**config.mk**
```make
export PLATFORM = sky130hd
export DESIGN_NAME = tvp_init_sequencer
export DESIGN_NICKNAME = d
export VERILOG_FILES = /design/src/rtl/tvp_init_sequencer.sv
export SDC_FILE = /design/constraint.sdc
export NUM_CORES = 1
export LEC_CHECK = 0
export BUFFER_PORTS_ARGS = -buffer_cell sky130_fd_sc_hd__buf_4
export CAP_MARGIN = 20
export CORE_UTILIZATION = 35
export CTS_CLUSTER_DIAMETER = 30
export CTS_CLUSTER_SIZE = 12
export DETAILED_ROUTE_END_ITERATION = 12
export PLACE_DENSITY = 0.6
export SYNTH_ARGS = -nofsm -noshare
export SYNTH_HDL_FRONTEND = slang
export SYNTH_SLANG_ARGS = --single-unit
export TNS_END_PERCENT = 30
```
**constraint.sdc**
```tcl
create_clock -name clk -period 2.4 [get_ports clk]
set_clock_uncertainty 0.2 [all_clocks]
set_input_delay 0.12 -clock clk [delete_from_list [all_inputs] [get_ports clk]]
set_output_delay 0.12 -clock clk [all_outputs]
set_load 0.03 [all_outputs]
```
**src/rtl/tvp_init_sequencer.sv**
```systemverilog
// tvp_init_sequencer: walks a fixed register table and writes it to the
// video decoder over an I2C master. Define TVP_INIT_READBACK_EN to read back every write.
module tvp_init_sequencer #(
    parameter int NUM_REGS       = 8,
    parameter int MAX_RETRY      = 3,
    parameter int POWERUP_CYCLES = 1_000_000,
    parameter int TIMEOUT_CYCLES = 65_535
) (
    input  logic       clk,
    input  logic       rst_n,
    input  logic       go,
    output logic       i2c_start,
    output logic       i2c_rw,
    output logic [7:0] i2c_addr,
    output logic [7:0] i2c_data_in,
    input  logic [7:0] i2c_data_out,
    input  logic       i2c_busy,
    input  logic       i2c_ack_error,
    output logic       done,
    output logic       error,
    output logic [3:0] fail_index
);

    typedef enum logic [3:0] {
        IDLE,
        PWR_WAIT,
        LOAD,
        REQ,
        WAIT_HI,
        WAIT_LO,
        CHECK,
        NEXT,
        DONE,
        FAIL
    } state_e;

    localparam int CNT_MAX = (POWERUP_CYCLES > TIMEOUT_CYCLES) ?
                             POWERUP_CYCLES : TIMEOUT_CYCLES;
    localparam int CW_RAW  = $clog2(CNT_MAX + 1);
    localparam int CW      = (CW_RAW < 5) ? 5 : CW_RAW;
    localparam int RTW     = (MAX_RETRY < 1) ? 1 : $clog2(MAX_RETRY + 1);

    localparam logic [CW-1:0]  PWR_LAST  = CW'(POWERUP_CYCLES - 1);
    localparam logic [CW-1:0]  TO_LAST   = CW'(TIMEOUT_CYCLES - 1);
    localparam logic [CW-1:0]  GAP_LAST  = CW'(15);
    localparam logic [3:0]     LAST_IDX  = 4'(NUM_REGS - 1);
    localparam logic [RTW-1:0] RETRY_MAX = RTW'(MAX_RETRY);

    state_e         state_q, state_d;
    logic [CW-1:0]  tmr_q, tmr_d;
    logic [3:0]     idx_q, idx_d;
    logic [RTW-1:0] retry_q, retry_d;
    logic           fail_q, fail_d;
    logic           start_q, start_d;
    logic [7:0]     addr_q, addr_d;
    logic [7:0]     wdata_q, wdata_d;
    logic           done_q, done_d;
    logic           error_q, error_d;
    logic [3:0]     fidx_q, fidx_d;
    logic           xfer_bad;
    logic [15:0]    rom_word;

    // {sub-address, value} init table
    function automatic logic [15:0] rom_entry(input logic [3:0] idx);
        logic [15:0] w;
        case (idx)
            4'd0:    w = 16'h00_00;
            4'd1:    w = 16'h02_00;
            4'd2:    w = 16'h03_0D;
            4'd3:    w = 16'h04_3F;
            4'd4:    w = 16'h0D_47;
            4'd5:    w = 16'h0E_04;
            4'd6:    w = 16'h0F_02;
            4'd7:    w = 16'h1B_14;
            default: w = 16'h00_00;
        endcase
        return w;
    endfunction

    assign rom_word = rom_entry(idx_q);

`ifdef TVP_INIT_READBACK_EN
    logic rw_q, rw_d;
    // a read also fails when the returned byte differs from what was written
    assign xfer_bad = i2c_ack_error |
                      (rw_q & (i2c_data_out != wdata_q));
    assign i2c_rw   = rw_q;
`else
    logic unused_data_out;
    assign unused_data_out = ^i2c_data_out;
    assign xfer_bad = i2c_ack_error;
    assign i2c_rw   = 1'b0;
`endif

    assign i2c_start   = start_q;
    assign i2c_addr    = addr_q;
    assign i2c_data_in = wdata_q;
    assign done        = done_q;
    assign error       = error_q;
    assign fail_index  = fidx_q;

    // next-state, counters and registered outputs
    always_comb begin
        state_d = state_q;
        tmr_d   = tmr_q;
        idx_d   = idx_q;
        retry_d = retry_q;
        fail_d  = fail_q;
        addr_d  = addr_q;
        wdata_d = wdata_q;
        fidx_d  = fidx_q;
`ifdef TVP_INIT_READBACK_EN
        rw_d    = rw_q;
`endif
        case (state_q)
            IDLE: begin
                if (go) begin
                    state_d = PWR_WAIT;
                    tmr_d   = '0;
                end
            end
            PWR_WAIT: begin
                if (tmr_q >= PWR_LAST) begin
                    state_d = LOAD;
                    tmr_d   = '0;
                    idx_d   = '0;
                    retry_d = '0;
                end else begin
                    tmr_d = tmr_q + CW'(1);
                end
            end
            LOAD: begin
                addr_d  = rom_word[15:8];
                wdata_d = rom_word[7:0];
                tmr_d   = '0;
                state_d = REQ;
`ifdef TVP_INIT_READBACK_EN
                rw_d    = 1'b0;
`endif
            end
            REQ: begin
                if (i2c_busy) begin
                    state_d = WAIT_HI;
                    tmr_d   = '0;
                end else if (tmr_q >= TO_LAST) begin
                    state_d = CHECK;
                    fail_d  = 1'b1;
                    tmr_d   = '0;
                end else begin
                    tmr_d = tmr_q + CW'(1);
                end
            end
            WAIT_HI: begin
                if (!i2c_busy) begin
                    state_d = CHECK;
                    fail_d  = xfer_bad;
                    tmr_d   = '0;
                end else begin
                    state_d = WAIT_LO;
                    tmr_d   = tmr_q + CW'(1);
                end
            end
            WAIT_LO: begin
                if (!i2c_busy) begin
                    state_d = CHECK;
                    fail_d  = xfer_bad;
                    tmr_d   = '0;
                end else if (tmr_q >= TO_LAST) begin
                    state_d = CHECK;
                    fail_d  = 1'b1;
                    tmr_d   = '0;
                end else begin
                    tmr_d = tmr_q + CW'(1);
                end
            end
            CHECK: begin
                if (!fail_q) begin
`ifdef TVP_INIT_READBACK_EN
                    if (!rw_q) begin
                        rw_d    = 1'b1;
                        tmr_d   = '0;
                        state_d = REQ;
                    end else begin
                        state_d = NEXT;
                    end
`else
                    state_d = NEXT;
`endif
                end else if (retry_q < RETRY_MAX) begin
                    // the retry gap is counted in place before re-requesting
                    if (tmr_q >= GAP_LAST) begin
                        retry_d = retry_q + RTW'(1);
                        tmr_d   = '0;
                        state_d = REQ;
`ifdef TVP_INIT_READBACK_EN
                        rw_d    = 1'b0;
`endif
                    end else begin
                        tmr_d = tmr_q + CW'(1);
                    end
                end else begin
                    state_d = FAIL;
                    fidx_d  = idx_q;
                end
            end
            NEXT: begin
                if (idx_q == LAST_IDX) begin
                    state_d = DONE;
                end else begin
                    idx_d   = idx_q + 4'd1;
                    retry_d = '0;
                    state_d = LOAD;
                end
            end
            DONE, FAIL: begin
                if (go) begin
                    state_d = PWR_WAIT;
                    tmr_d   = '0;
                    fidx_d  = '0;
                end
            end
            default: begin
                state_d = IDLE;
            end
        endcase
        start_d = (state_d == REQ);
        done_d  = (state_d == DONE);
        error_d = (state_d == FAIL);
    end

    // state and output registers
    always_ff @(posedge clk or negedge rst_n) begin
        if (!rst_n) begin
            state_q <= IDLE;
            tmr_q   <= '0;
            idx_q   <= '0;
            retry_q <= '0;
            fail_q  <= 1'b0;
            start_q <= 1'b0;
            addr_q  <= '0;
            wdata_q <= '0;
            done_q  <= 1'b0;
            error_q <= 1'b0;
            fidx_q  <= '0;
`ifdef TVP_INIT_READBACK_EN
            rw_q    <= 1'b0;
`endif
        end else begin
            state_q <= state_d;
            tmr_q   <= tmr_d;
            idx_q   <= idx_d;
            retry_q <= retry_d;
            fail_q  <= fail_d;
            start_q <= start_d;
            addr_q  <= addr_d;
            wdata_q <= wdata_d;
            done_q  <= done_d;
            error_q <= error_d;
            fidx_q  <= fidx_d;
`ifdef TVP_INIT_READBACK_EN
            rw_q    <= rw_d;
`endif
        end
    end

endmodule

```
After elaboration in Yosys (flattened, before gate mapping)
Memories as Yosys holds them, arrays and structs flattened.
Index checks and enable logic that the tools add are counted.
- register bits after elaboration: 54
- memory bits (read-only): 96
- input port bits: 13
- output and inout bits: 24
- logic and storage cells: 95
- memories kept: 1
- memory list (name ; depth ; width ; rd ports ; clocked after memory_dff ; wr ports ; RTL line ; text):
    (no name shown) ; 8 ; 12 ; 1 ; 0 ; 0 ; 66 ; case (idx)
- add/subtract/negate cells: 3
- order comparisons: 4
- eq/ne operators: 23
- multiplexer cells: 40
- reduce and logical (&&, ||, !) cells: 13
- operators by type and width (kind ; count):
    20-bit two-way mux ; 9
    20-bit case mux with 7 select lines ; 1
    4-bit two-way mux ; 14
    4-bit case mux with 8 select lines ; 1
    20-bit by 1-bit adder with 20-bit output (second input constant) ; 1
    4-bit by 3-bit == test with 1-bit output (second input constant) ; 5
    20-bit by 16-bit greater-or-equal comparator with 1-bit output (second input constant) ; 1
    20-bit greater-or-equal comparator (second input constant) ; 1
    20-bit by 4-bit greater-or-equal comparator with 1-bit output (second input constant) ; 1
    2-bit inequality test (second input constant) ; 9
    4-bit == test (second input constant) ; 4
    16-bit two-way mux ; 1
    4-bit case mux with 2 select lines ; 2
    4-bit by 2-bit == test with 1-bit output (second input constant) ; 3
    2-bit two-way mux ; 6
    4-bit AND reduction ; 2
    7-bit nonzero test ; 1
    2-bit case mux with 3 select lines ; 1
    3-bit AND reduction ; 2
    6-bit AND reduction ; 1
    3-bit nonzero test ; 2
    4-bit by 1-bit adder with 4-bit output (second input constant) ; 1
    4-bit by 1-bit == test with 1-bit output (second input constant) ; 1
    4-bit zero test ; 1
    8 further kinds ; 12

Depth between registers and ports, before layout
Gate-level depths: netlist of the first run.
- word-level depth: 6
- depth in mapped cells: 9
- mapped depth without buffers: 8

Least setup slack after synthesis of the first run
OpenSTA, ideal clock, no wires.
- path kind: reg2reg
- from: reg tmr_q[10]
- to: reg retry_q[0]
- setup time: 0.128 ns
- arrival: 2.168 ns
- required time: 2.072 ns
- setup slack: -0.096 ns
- stages on the path, launching flop included: 7
- buffers on the path: 0
- clock period less this slack: 2.496 ns
- cell sequence: dfrtp_1 -> or4_4 -> or4_4 -> nor3_4 -> o211ai_1 -> nand3_1 -> mux2_1
- word-level cells in the longest chain between the ends: 3
- elaborated cells between the ends (all ways): 5
- classes of those cells: 2 x order compare; 2 x eq/ne; 1 x reduce/logical
- RTL lines (item ; RTL line ; text):
    from (decl) ; 50 ; logic [CW-1:0] tmr_q, tmr_d;
    from (signal assigned) ; 250 ; tmr_q <= tmr_d;
    20-bit by 4-bit greater-or-equal comparator with 1-bit output / 20-bit greater-or-equal comparator (equally long branches) ; 191, 123 ;
    2-bit inequality test (no line) ; - ;
    6-bit AND reduction (no line) * ; - ;
    to (signal assigned) ; 252 ; retry_q <= retry_d;
    to (decl) ; 52 ; logic [RTW-1:0] retry_q, retry_d;
Mark *: on every way between the ends. The rest lies on a longest branch, timed or not.
A chain may end at the register's enable or synchronous reset.

Worst setup path in the final report of the first run
Same ends and word-level chain as after synthesis.

==> results of run 1 <==
[through the flow]
step                cells    util  TNS [ps]  power, mW  instance area [µm²]
floorplan             305       -    -399.5      1.134                 2920
global placement      457  0.4399     -1105      1.241                 3470
detailed placement    457  0.4399     -1646      1.247                 3470
CTS                   468  0.4595     -1785      1.865                 3625
global route          470  0.4707     -4864      1.973                 3712
finish                470  0.4707     -2476      1.868                 3712
[registers in the layout (all words and copies together), names as in the netlist]
name,count
state_q,4
fail_q,1
i2c_start,1
tmr_q,20
i2c_data_in,7
fail_index,4
retry_q,2
error,1
done,1
idx_q,4
i2c_addr,5
[cells in the mapped netlist, types with 2 or more instances]
| library cell | instances |
|---|---|
| xor2_1 | 12 |
| o21bai_1 | 3 |
| nand4_1 | 7 |
| nor2_2 | 10 |
| a2bb2oi_1 | 2 |
| inv_1 | 12 |
| buf_4 | 5 |
| or3_1 | 2 |
| clkbuf_1 | 9 |
| or4_1 | 2 |
| or4_4 | 3 |
| nor2b_1 | 4 |
| mux2i_1 | 2 |
| xnor2_1 | 6 |
| o21ai_0 | 12 |
| nor2_1 | 28 |
| nand3_1 | 14 |
| o31ai_1 | 7 |
| o32a_1 | 2 |
| dfrtp_1 | 50 |
| and3_1 | 7 |
| nand2b_1 | 7 |
| a21o_1 | 2 |
| a211oi_1 | 2 |
| ha_1 | 12 |
| nand2_1 | 29 |
| mux2_2 | 2 |
| a21oi_1 | 3 |
| a22o_1 | 6 |
| a31oi_1 | 4 |
| o211ai_1 | 3 |
[power by group]
group          switching, mW  leakage, nW  total (mW)  internal, mW
Sequential            0.0435        0.688       0.927         0.884
Combinational          0.187        0.995       0.344         0.157
Clock                  0.286       0.0514       0.597         0.311
[worst max path at each step]
| stage | from | cells after the start | end |
|---|---|---|---|
| floorplan | tmr_q[10] | 6 | retry_q[0] |
| global placement | tmr_q[10] | 6 | retry_q[0] |
| detailed placement | tmr_q[10] | 6 | retry_q[0] |
| CTS | tmr_q[10] | 6 | retry_q[0] |
| global route | tmr_q[10] | 6 | retry_q[0] |
| finish | tmr_q[10] | 6 | retry_q[0] |
[layer usage]
metal | vias to the layer above | global-route usage | part of all wire
met5 | - | 0 | 0
met4 | 0 | 0.05641 | 0.015
met3 | 9 | 0.03089 | 0.027
met1 | 1187 | 0.2163 | 0.47
li1 | 1193 | - | -
met2 | 45 | 0.2751 | 0.49
[timing repair]
item                                    4_1_cts  5_1_grt
hold buffers                                  2        0
gates cloned                                  0        1
gates resized for setup                       6       14
setup buffers                                 1        1
endpoints found under the setup margin       24       30
endpoints found under the hold margin        51        0
pin swaps                                    12        9
[logic make-up after synthesis]
family | share of synthesized area
AND/OR/NAND/NOR | 0.2279
AO/OA/AOI/OAI | 0.1679
XOR/XNOR | 0.05438
adder cells (fa/ha/maj) | 0.05179
buffers and inverters | 0.04661
multiplexers | 0.01856
other | 0.001294
flip-flops | 0.4316
[tightest hold or removal path, stage by stage]
cell and delay, ps:
buf_4 130, nand2b_1 130, o32a_1 150
[cell type report]
cell class / instances / area [µm²] / area share
multi-input combinational: 226 / 1603 / 0.4318
sequential: 50 / 1251 / 0.3370
timing repair buffer: 71 / 571.8 / 0.1540
tap: 102 / 127.6 / 0.03438
clock buffer: 6 / 72.57 / 0.01955
inverter: 13 / 48.80 / 0.01314
clock inverter: 2 / 37.54 / 0.01011
==> key figures, run 1 <==
Worst setup path
  – FF-to-FF End: retry_q[0]
  – Startpoint types: flip-flop
  – FF-to-FF Start: tmr_q[10]
  – R2r worst-path depth: 6
  – Cell mode on critical path: or4_4
  – Crit path DAT: 2530 ps
  – CP endpoint kind: flip-flop
  – Req. time, crit path: 2400 ps
  – Kind of critical path: reg2reg
  – Cell Chain, Critical Path: or4_4 > or4_4 > nor3_4 > o211ai_1 > nand3_1 > mux2_4
  – Worst Path Max Fanout: 5
  – Slowest library cell on the worst path: or4_4
  – Max stage delay on crit path: 540 ps
  – Worst R2R Setup Slack: -140 ps
  – CP top delay family: simple AND/OR/NAND/NOR gates
  – CP Buf/Inv Count: 0

Min path
  – Worst min-delay path endpoint: fail_q
  – Hold Crit Class: in2reg
  – Startpoint of the worst hold path: i2c_busy
  – WHS Path Cells: 3

Die
  – Die area: 8651 µm²
  – Die height: 93.01 µm
  – Starting Density: 0.3675
  – Cell row count: 32
  – Core area: 7888 µm²
  – I/O Pins: 37
  – Die X: 93.01 µm

Timing
  – FMAX: 394.3 MHz
  – Crit path time final: 2536 ps
  – Worst setup margin: -136.4 ps
  – Final Hold Fails: 0
  – Final Slew Violations: 0
  – Final setup violation count: 25
  – Final hold slack: 54.04 ps
  – Slew of the pin with the lowest slew margin: 634.1 ps
  – Max-slew headroom: 0.5773
  – Fin crit share: 1.057
  – Unrepaired setup endpoints after global routing: true

Yosys
  – Post-synth top flop: dfrtp_1
  – FF+latch count, synth: 50
  – FFs w/ async S/R, synth: 1.000
  – Yosys warning count: 0
  – EDFF count, synth: 0
  – Netlist cell types: 63
  – Post-synthesis sequential area ratio: 0.4316
  – Ranking of synthesized cells by area: dfrtp_1, ha_1, nand2_1
  – Cells after synthesis: 301
  – Syn Area/Cell: 9.631 µm²
  – Top-area cell type share of the netlist area: 0.4316
  – Largest area contributor in the netlist: dfrtp_1
  – Cell Area, Synth: 2899 µm²

Placement
  – Post-DP HPWL: 4844 µm
  – Routability cong.: 0.8938
  – DP Worst Slack: -121.6 ps
  – Port Buffers: 23

Layout
  – Syn-to-layout area delta: 28.05%
  – Most frequent cells in the layout: buf_4, dfrtp_1, nand2_1, nor2_1, nand3_1
  – Layout cell share with drive strength beyond 1: 0.3071
  – Fillers: 751
  – Final layout net count: 392
  – Commonest non-fill, non-tap cell in the layout: buf_4
  – Antenna fix cells: 0

Status
  – Status: finished with violations
  – Failing checks: negative setup slack

Clock network
  – Clock Tree Buf Depth: 2
  – Clk pin slew, worst setup/hold paths: 90 ps
  – Max H-tree Level: 2
  – TritonCTS clock tree: yes
  – Clock sinks: 50
  – Worst skew pair latency: 310 ps
  – CTS root buffer: clkbuf_8
  – Clock buffers created by TritonCTS: 5

Global routing
  – Global route overflow: 0
  – Initial antenna violation count: 0
  – Total GRT Usage: 0.1657
  – Number of global-route vias before repair: 2366
  – Largest net degree at the start of global routing: 51
  – First-pass GRT wire length: 11260 µm

Detailed routing
  – Total number of vias: 2434
  – DRT Pass-1 Iters: 5
  – Initial DRC count: 74
  – Vias per cell: 5.179
  – Drt wl/cell: 14.35 µm
  – Post-route ant nets: 0
  – Total Wirelength: 6745 µm
  – Drt drc: 0

Run
  – Maxcap violations: 0

Power
  – Leak: 1.734 nW
  – Power Density: 503.3 nW/µm²
  – Max rail drop VDD: 0.3114 mV
(Power assumes the default switching activity.)
==> run 2: changes to the inputs <==
--- a/config.mk
+++ b/config.mk
@@ -5,9 +5,11 @@
 export SDC_FILE = /design/constraint.sdc
 export NUM_CORES = 1
 export LEC_CHECK = 0
+export ABC_AREA = 1
 export BUFFER_PORTS_ARGS = -buffer_cell sky130_fd_sc_hd__buf_4
 export CAP_MARGIN = 20
 export CORE_UTILIZATION = 35
+export CTS_BUF_LIST = sky130_fd_sc_hd__clkbuf_2 sky130_fd_sc_hd__clkbuf_4 sky130_fd_sc_hd__clkbuf_8
 export CTS_CLUSTER_DIAMETER = 30
 export CTS_CLUSTER_SIZE = 12
 export DETAILED_ROUTE_END_ITERATION = 12
==> key figures, run 2 <==
Status
  – Status: complete, no violations

Timing
  – Setup TNS: 0 ps
  – Final Hold Fails: 0
  – Slew of the pin with the lowest slew margin: 624.4 ps
  – Worst setup margin: 230.7 ps
  – Final hold slack: 87.77 ps
  – Fin crit share: 0.9039
  – Final setup violation count: 0
  – Max-slew headroom: 0.5837
  – Crit path time final: 2169 ps
  – FMAX: 461.0 MHz
  – Unrepaired setup endpoints after global routing: false
  – Final Slew Violations: 0

Yosys
  – Top cells by count, synth: nand2_1, nor2_1, dfrtp_1
  – Largest area contributor in the netlist: dfrtp_1
  – Cells after synthesis: 417
  – EDFF count, synth: 0
  – FFs w/ async S/R, synth: 1.000
  – Top-count cell post-synth: nand2_1
  – Post-synth top flop: dfrtp_1
  – Post-synthesis sequential area ratio: 0.4131
  – Top-area cell type share of the netlist area: 0.4131
  – Ranking of synthesized cells by area: dfrtp_1, nand2_1, nor2_1
  – FF+latch count, synth: 50
  – Syn Area/Cell: 7.264 µm²
  – Cell Area, Synth: 3029 µm²
  – Yosys warning count: 0
  – Netlist cell types: 34

Worst setup path
  – Req. time, crit path: 2390 ps
  – Worst Path Max Fanout: 16
  – Max stage delay on crit path: 430 ps
  – Cell Chain, Critical Path: ha_1 > inv_1 > nor2_1 > nand3_1 > nand3_1 > nand2_1 > nand2_1 > nand2_2 > inv_4 > nor2_1
  – CP endpoint kind: flip-flop
  – Slowest library cell on the worst path: dfrtp_1
  – Crit path DAT: 2160 ps
  – Startpoint types: flip-flop
  – Kind of critical path: reg2reg

Detailed routing
  – Post-route ant nets: 0
  – Drt drc: 0
  – DRT Pass-1 Iters: 4
  – Total number of vias: 2631
  – Total Wirelength: 6495 µm
  – Vias per cell: 4.741
  – Initial DRC count: 121
  – Drt wl/cell: 11.70 µm

Clock network
  – Clock Tree Buf Depth: 2
  – Clk pin slew, worst setup/hold paths: 100 ps
  – Cts repair resizes: 0
  – Clock buffers created by TritonCTS: 5
  – Worst skew pair latency: 310 ps
  – Post-CTS Setup Inserts: 0
  – CTS root buffer: clkbuf_8
  – Clock sinks: 50
  – TritonCTS clock tree: yes
  – CTS Hold Bufs: 3
  – Max H-tree Level: 2

Power
  – Overall power: 1.743 mW
  – Max rail drop VDD: 0.2579 mV
  – Leak: 1.737 nW
  – Power Density: 506.5 nW/µm²

Layout
  – Final layout net count: 474
  – Fin cells: 555
  – Syn-to-layout area delta: 13.59%
  – Antenna fix cells: 0
  – Largest Register: tmr_q
  – Commonest non-fill, non-tap cell in the layout: nand2_1
  – Fillers: 855
  – Most frequent cells in the layout: nand2_1, nor2_1, dfrtp_1, inv_1, nand3_1
  – Max reg flops: 20
  – Util after Layout: 0.4146
  – Final instance area: 3441 µm²
  – Layout cell share with drive strength beyond 1: 0.1200

Global routing
  – GRT met3 Usage: 0.02472
  – First-pass GRT wire length: 11400 µm
  – Largest net degree at the start of global routing: 51
  – Total GRT Usage: 0.1581
  – Initial antenna violation count: 0
  – GRT met1 Usage: 0.2169
  – Busiest layer in global routing: met2
  – Global route overflow: 0
  – Number of global-route vias before repair: 2527
  – Met2 Track Usage GR: 0.2578

Placement
  – Routability cong.: 0.9025
  – Dpl cells: 544
  – Port Buffers: 23
  – Post-DP HPWL: 5014 µm
  – Post-DP Area: 3313 µm²
  – DP Worst Slack: 277.7 ps

Die
  – Die X: 95.03 µm
  – I/O Pins: 37
  – Cell row count: 33
  – Die area: 9031 µm²
  – Starting Density: 0.3650
  – Core area: 8299 µm²
  – Die height: 95.03 µm

Run
  – Maxcap violations: 0

Min path
  – Hold Crit Class: in2reg
run 2: changes by cell type after synthesis, sizes merged, moves of 7 or more:
cell,previous run,this run
nor2,38,85
o21ai,13,28
nand3,14,32
clkbuf,9,1
inv,13,53
and3,7,0
nand2b,7,0
nand2,29,110
o31ai,7,0
run 2: routing by layer:
layer,share of wire,vias to the layer above,wire length (µm)
met3,0.030,10,193
met1,0.50,1206,3273
met5,0,-,0
met4,0.018,0,116
met2,0.45,52,2912
li1,-,1363,-
run 2: layout make-up:
type	count	area, µm²	share of cell area
Multi-Input combinational cell	310	1534	0.4458
Sequential cell	50	1251	0.3636
Timing Repair Buffer	29	225.2	0.06545
Inverter	53	201.4	0.05855
Tap cell	105	131.4	0.03818
Clock buffer	5	68.82	0.02000
Clock inverter	3	28.78	0.008364
run 2: kinds of logic after synthesis:
kind of cell	Yosys count	share of synthesized area
AND/OR/NAND/NOR	241	0.3391
XOR/XNOR	13	0.03759
flip-flops	50	0.4131
adder cells (fa/ha/maj)	12	0.04956
buffers and inverters	61	0.08550
AO/OA/AOI/OAI	39	0.07394
other	1	0.001238
run 2: critical path: cells and delay by family, from the launching register on:
| family | cells | cell delay (ps) |
|---|---|---|
| simple gates | 7 | 960 |
| flops | 1 | 430 |
| fa+ha+maj | 1 | 220 |
| buf+inv | 2 | 220 |
run 2: path summary, 6_finish.rpt:
| kind | slack [ps] | depth (start not counted) | start | to |
|---|---|---|---|---|
| setup / recovery | 230 | 10 | tmr_q[1] | tmr_q[16] |
| hold / removal | 90 | 6 | go | state_q[3] |
| setup reg to reg | 230 | 10 | tmr_q[1] | tmr_q[16] |
| hold reg to reg | 290 | 2 | i2c_data_in[5] | i2c_data_in[5] |
| max in group asynchronous | 1410 | 2 | rst_n | tmr_q[19] |
| min in group asynchronous | 160 | 2 | rst_n | i2c_data_in[5] |
run 2: power breakdown:
part	switching (mW)	leakage (nW)	internal, mW	total (mW)
Sequential	0.0540	0.658	0.895	0.949
Combinational	0.169	1.03	0.101	0.270
Clock	0.307	0.0502	0.216	0.523
==> run 3: changes to the inputs <==
--- a/config.mk
+++ b/config.mk
@@ -8,12 +8,12 @@
 export ABC_AREA = 1
 export BUFFER_PORTS_ARGS = -buffer_cell sky130_fd_sc_hd__buf_4
 export CAP_MARGIN = 20
-export CORE_UTILIZATION = 35
+export CORE_UTILIZATION = 50
 export CTS_BUF_LIST = sky130_fd_sc_hd__clkbuf_2 sky130_fd_sc_hd__clkbuf_4 sky130_fd_sc_hd__clkbuf_8
 export CTS_CLUSTER_DIAMETER = 30
 export CTS_CLUSTER_SIZE = 12
 export DETAILED_ROUTE_END_ITERATION = 12
-export PLACE_DENSITY = 0.6
+export PLACE_DENSITY = 0.78
 export SYNTH_ARGS = -nofsm -noshare
 export SYNTH_HDL_FRONTEND = slang
 export SYNTH_SLANG_ARGS = --single-unit
==> key figures, run 3 (same netlist as run 2, synthesis figures left out) <==
Global routing
  – Initial antenna violation count: 0
  – Total GRT Usage: 0.2248
  – Number of global-route vias before repair: 2567
  – Global route overflow: 0
  – Largest net degree at the start of global routing: 51
  – First-pass GRT wire length: 11260 µm

Power
  – Sequential Power Share: 0.551
  – Switching Fraction: 0.2909
  – Power Density: 509.6 nW/µm²
  – Max rail drop VDD: 0.2706 mV
  – Leak: 1.728 nW
  – Overall power: 1.727 mW
  – Clk pwr share: 0.297
  – Switching pwr: 0.5026 mW
  – Logic pwr share: 0.153
  – Internal power: 1.225 mW

Clock network
  – Clock Tree Buf Depth: 2
  – Max H-tree Level: 2
  – Worst skew pair latency: 310 ps
  – Cts repair resizes: 0
  – Clk pin slew, worst setup/hold paths: 100 ps
  – Clock buffers created by TritonCTS: 5
  – TritonCTS clock tree: yes
  – Clock sinks: 50
  – Post-CTS Setup Inserts: 0
  – CTS Hold Bufs: 3
  – CTS root buffer: clkbuf_8

Detailed routing
  – Drt wl/cell: 12.25 µm
  – Vias per cell: 5.102
  – Total Wirelength: 6382 µm
  – Post-route ant nets: 0
  – Drt drc: 0
  – Initial DRC count: 205
  – DRT Pass-1 Iters: 4
  – Total number of vias: 2658

Layout
  – Max reg flops: 20
  – Antenna fix cells: 0
  – Final instance area: 3390 µm²
  – Commonest non-fill, non-tap cell in the layout: nand2_1
  – Layout cell share with drive strength beyond 1: 0.1180
  – Final layout net count: 473
  – Syn-to-layout area delta: 11.90%
  – Largest Register: tmr_q
  – Most frequent cells in the layout: nand2_1, nor2_1, dfrtp_1, inv_1, nand3_1

Timing
  – Unrepaired setup endpoints after global routing: false
  – Final Slew Violations: 0
  – Final Hold Fails: 0
  – Setup TNS: 0 ps
  – Worst setup margin: 204.3 ps
  – Final setup violation count: 0
  – FMAX: 455.4 MHz
  – Slew of the pin with the lowest slew margin: 609.8 ps
  – Max-slew headroom: 0.5935
  – Crit path time final: 2196 ps
  – Fin crit share: 0.9149
  – Final hold slack: 95.21 ps

Placement
  – Post-DP Area: 3264 µm²
  – Post-DP HPWL: 4833 µm
  – Port Buffers: 23
  – Routability cong.: 0.9169
  – DP Worst Slack: 248.9 ps

Worst setup path
  – Cell Chain, Critical Path: nand2_1 > inv_1 > nand2_1 > nand2_1 > nor2_1 > nand2_1 > inv_1 > nand2_2 > inv_4 > nor2_1
  – Cell mode on critical path: nand2_1
  – CP endpoint kind: flip-flop
  – Crit path DAT: 2180 ps
  – Kind of critical path: reg2reg
  – Req. time, crit path: 2390 ps
  – R2r worst-path depth: 10
  – Max stage delay on crit path: 460 ps
  – Worst Path Max Fanout: 16
  – Startpoint types: flip-flop
  – Slowest library cell on the worst path: dfrtp_1

Run
  – Maxcap violations: 0

Die
  – Die height: 79.84 µm
  – I/O Pins: 37
  – Cell row count: 27
  – Core area: 5675 µm²
  – Starting Density: 0.5337
  – Die X: 79.84 µm
  – Die area: 6374 µm²

Min path
  – WHS Path Cells: 6
  – Hold Crit Class: in2reg

Status
  – Status: complete, no violations
[run 3: changes by cell type in the layout (fill, tap and decap cells not counted)]
cell        before  now
clkinv_4         2    0
buf_4           26   25
clkbuf_8         5    6
clkinv_2         0    1
inv_8            1    0
clkinvlp_4       0    1
[run 3: worst paths after layout]
check,startpoint,to,slack [ps]
worst max-delay path,state_q[1],tmr_q[11],200
worst min-delay path,go,state_q[3],100
worst max register to register,state_q[1],tmr_q[11],200
worst min register to register,i2c_addr[3],i2c_addr[3],290
max in group asynchronous,rst_n,tmr_q[10],1420
min in group asynchronous,rst_n,i2c_data_in[5],160
[run 3: metrics by stage]
step	std cells	util
after global placement	510	0.5752
after global routing	521	0.5972
final	521	0.5972
after detailed placement	510	0.5752
after CTS	521	0.5972
after floorplan	421	-
[run 3: final cells by class]
type	instances	area [µm²]
multi-input combinational	310	1534
inverter	53	201.4
timing repair buffer	28	217.7
clock buffer	6	82.58
tap	72	90.09
fill	517	2286
clock inverter	2	12.51
sequential	50	1251
[run 3: critical path: cells and delay by family (launching register included)]
kind          cells  cell delay [ps]
buf+inv           3              530
flops             1              460
simple gates      7              860
[run 3: power by group through the flow]
stage          sequential (mW)  clock [mW]  combinational, mW
2_1_floorplan            0.954           0              0.204
3_3_place_gp             0.962           0              0.258
3_5_place_dp             0.965           0              0.265
4_1_cts                  0.950       0.538              0.268
5_1_grt                  0.959       0.569              0.310
6_report                 0.951       0.513              0.264
[run 3: routing by layer]
layer,global-route usage,vias to the layer above,part of all wire
li1,-,1363,-
met1,0.2814,1220,0.47
met2,0.3932,66,0.48
met3,0.04000,9,0.042
met4,0.06607,0,0.012
met5,0,-,0
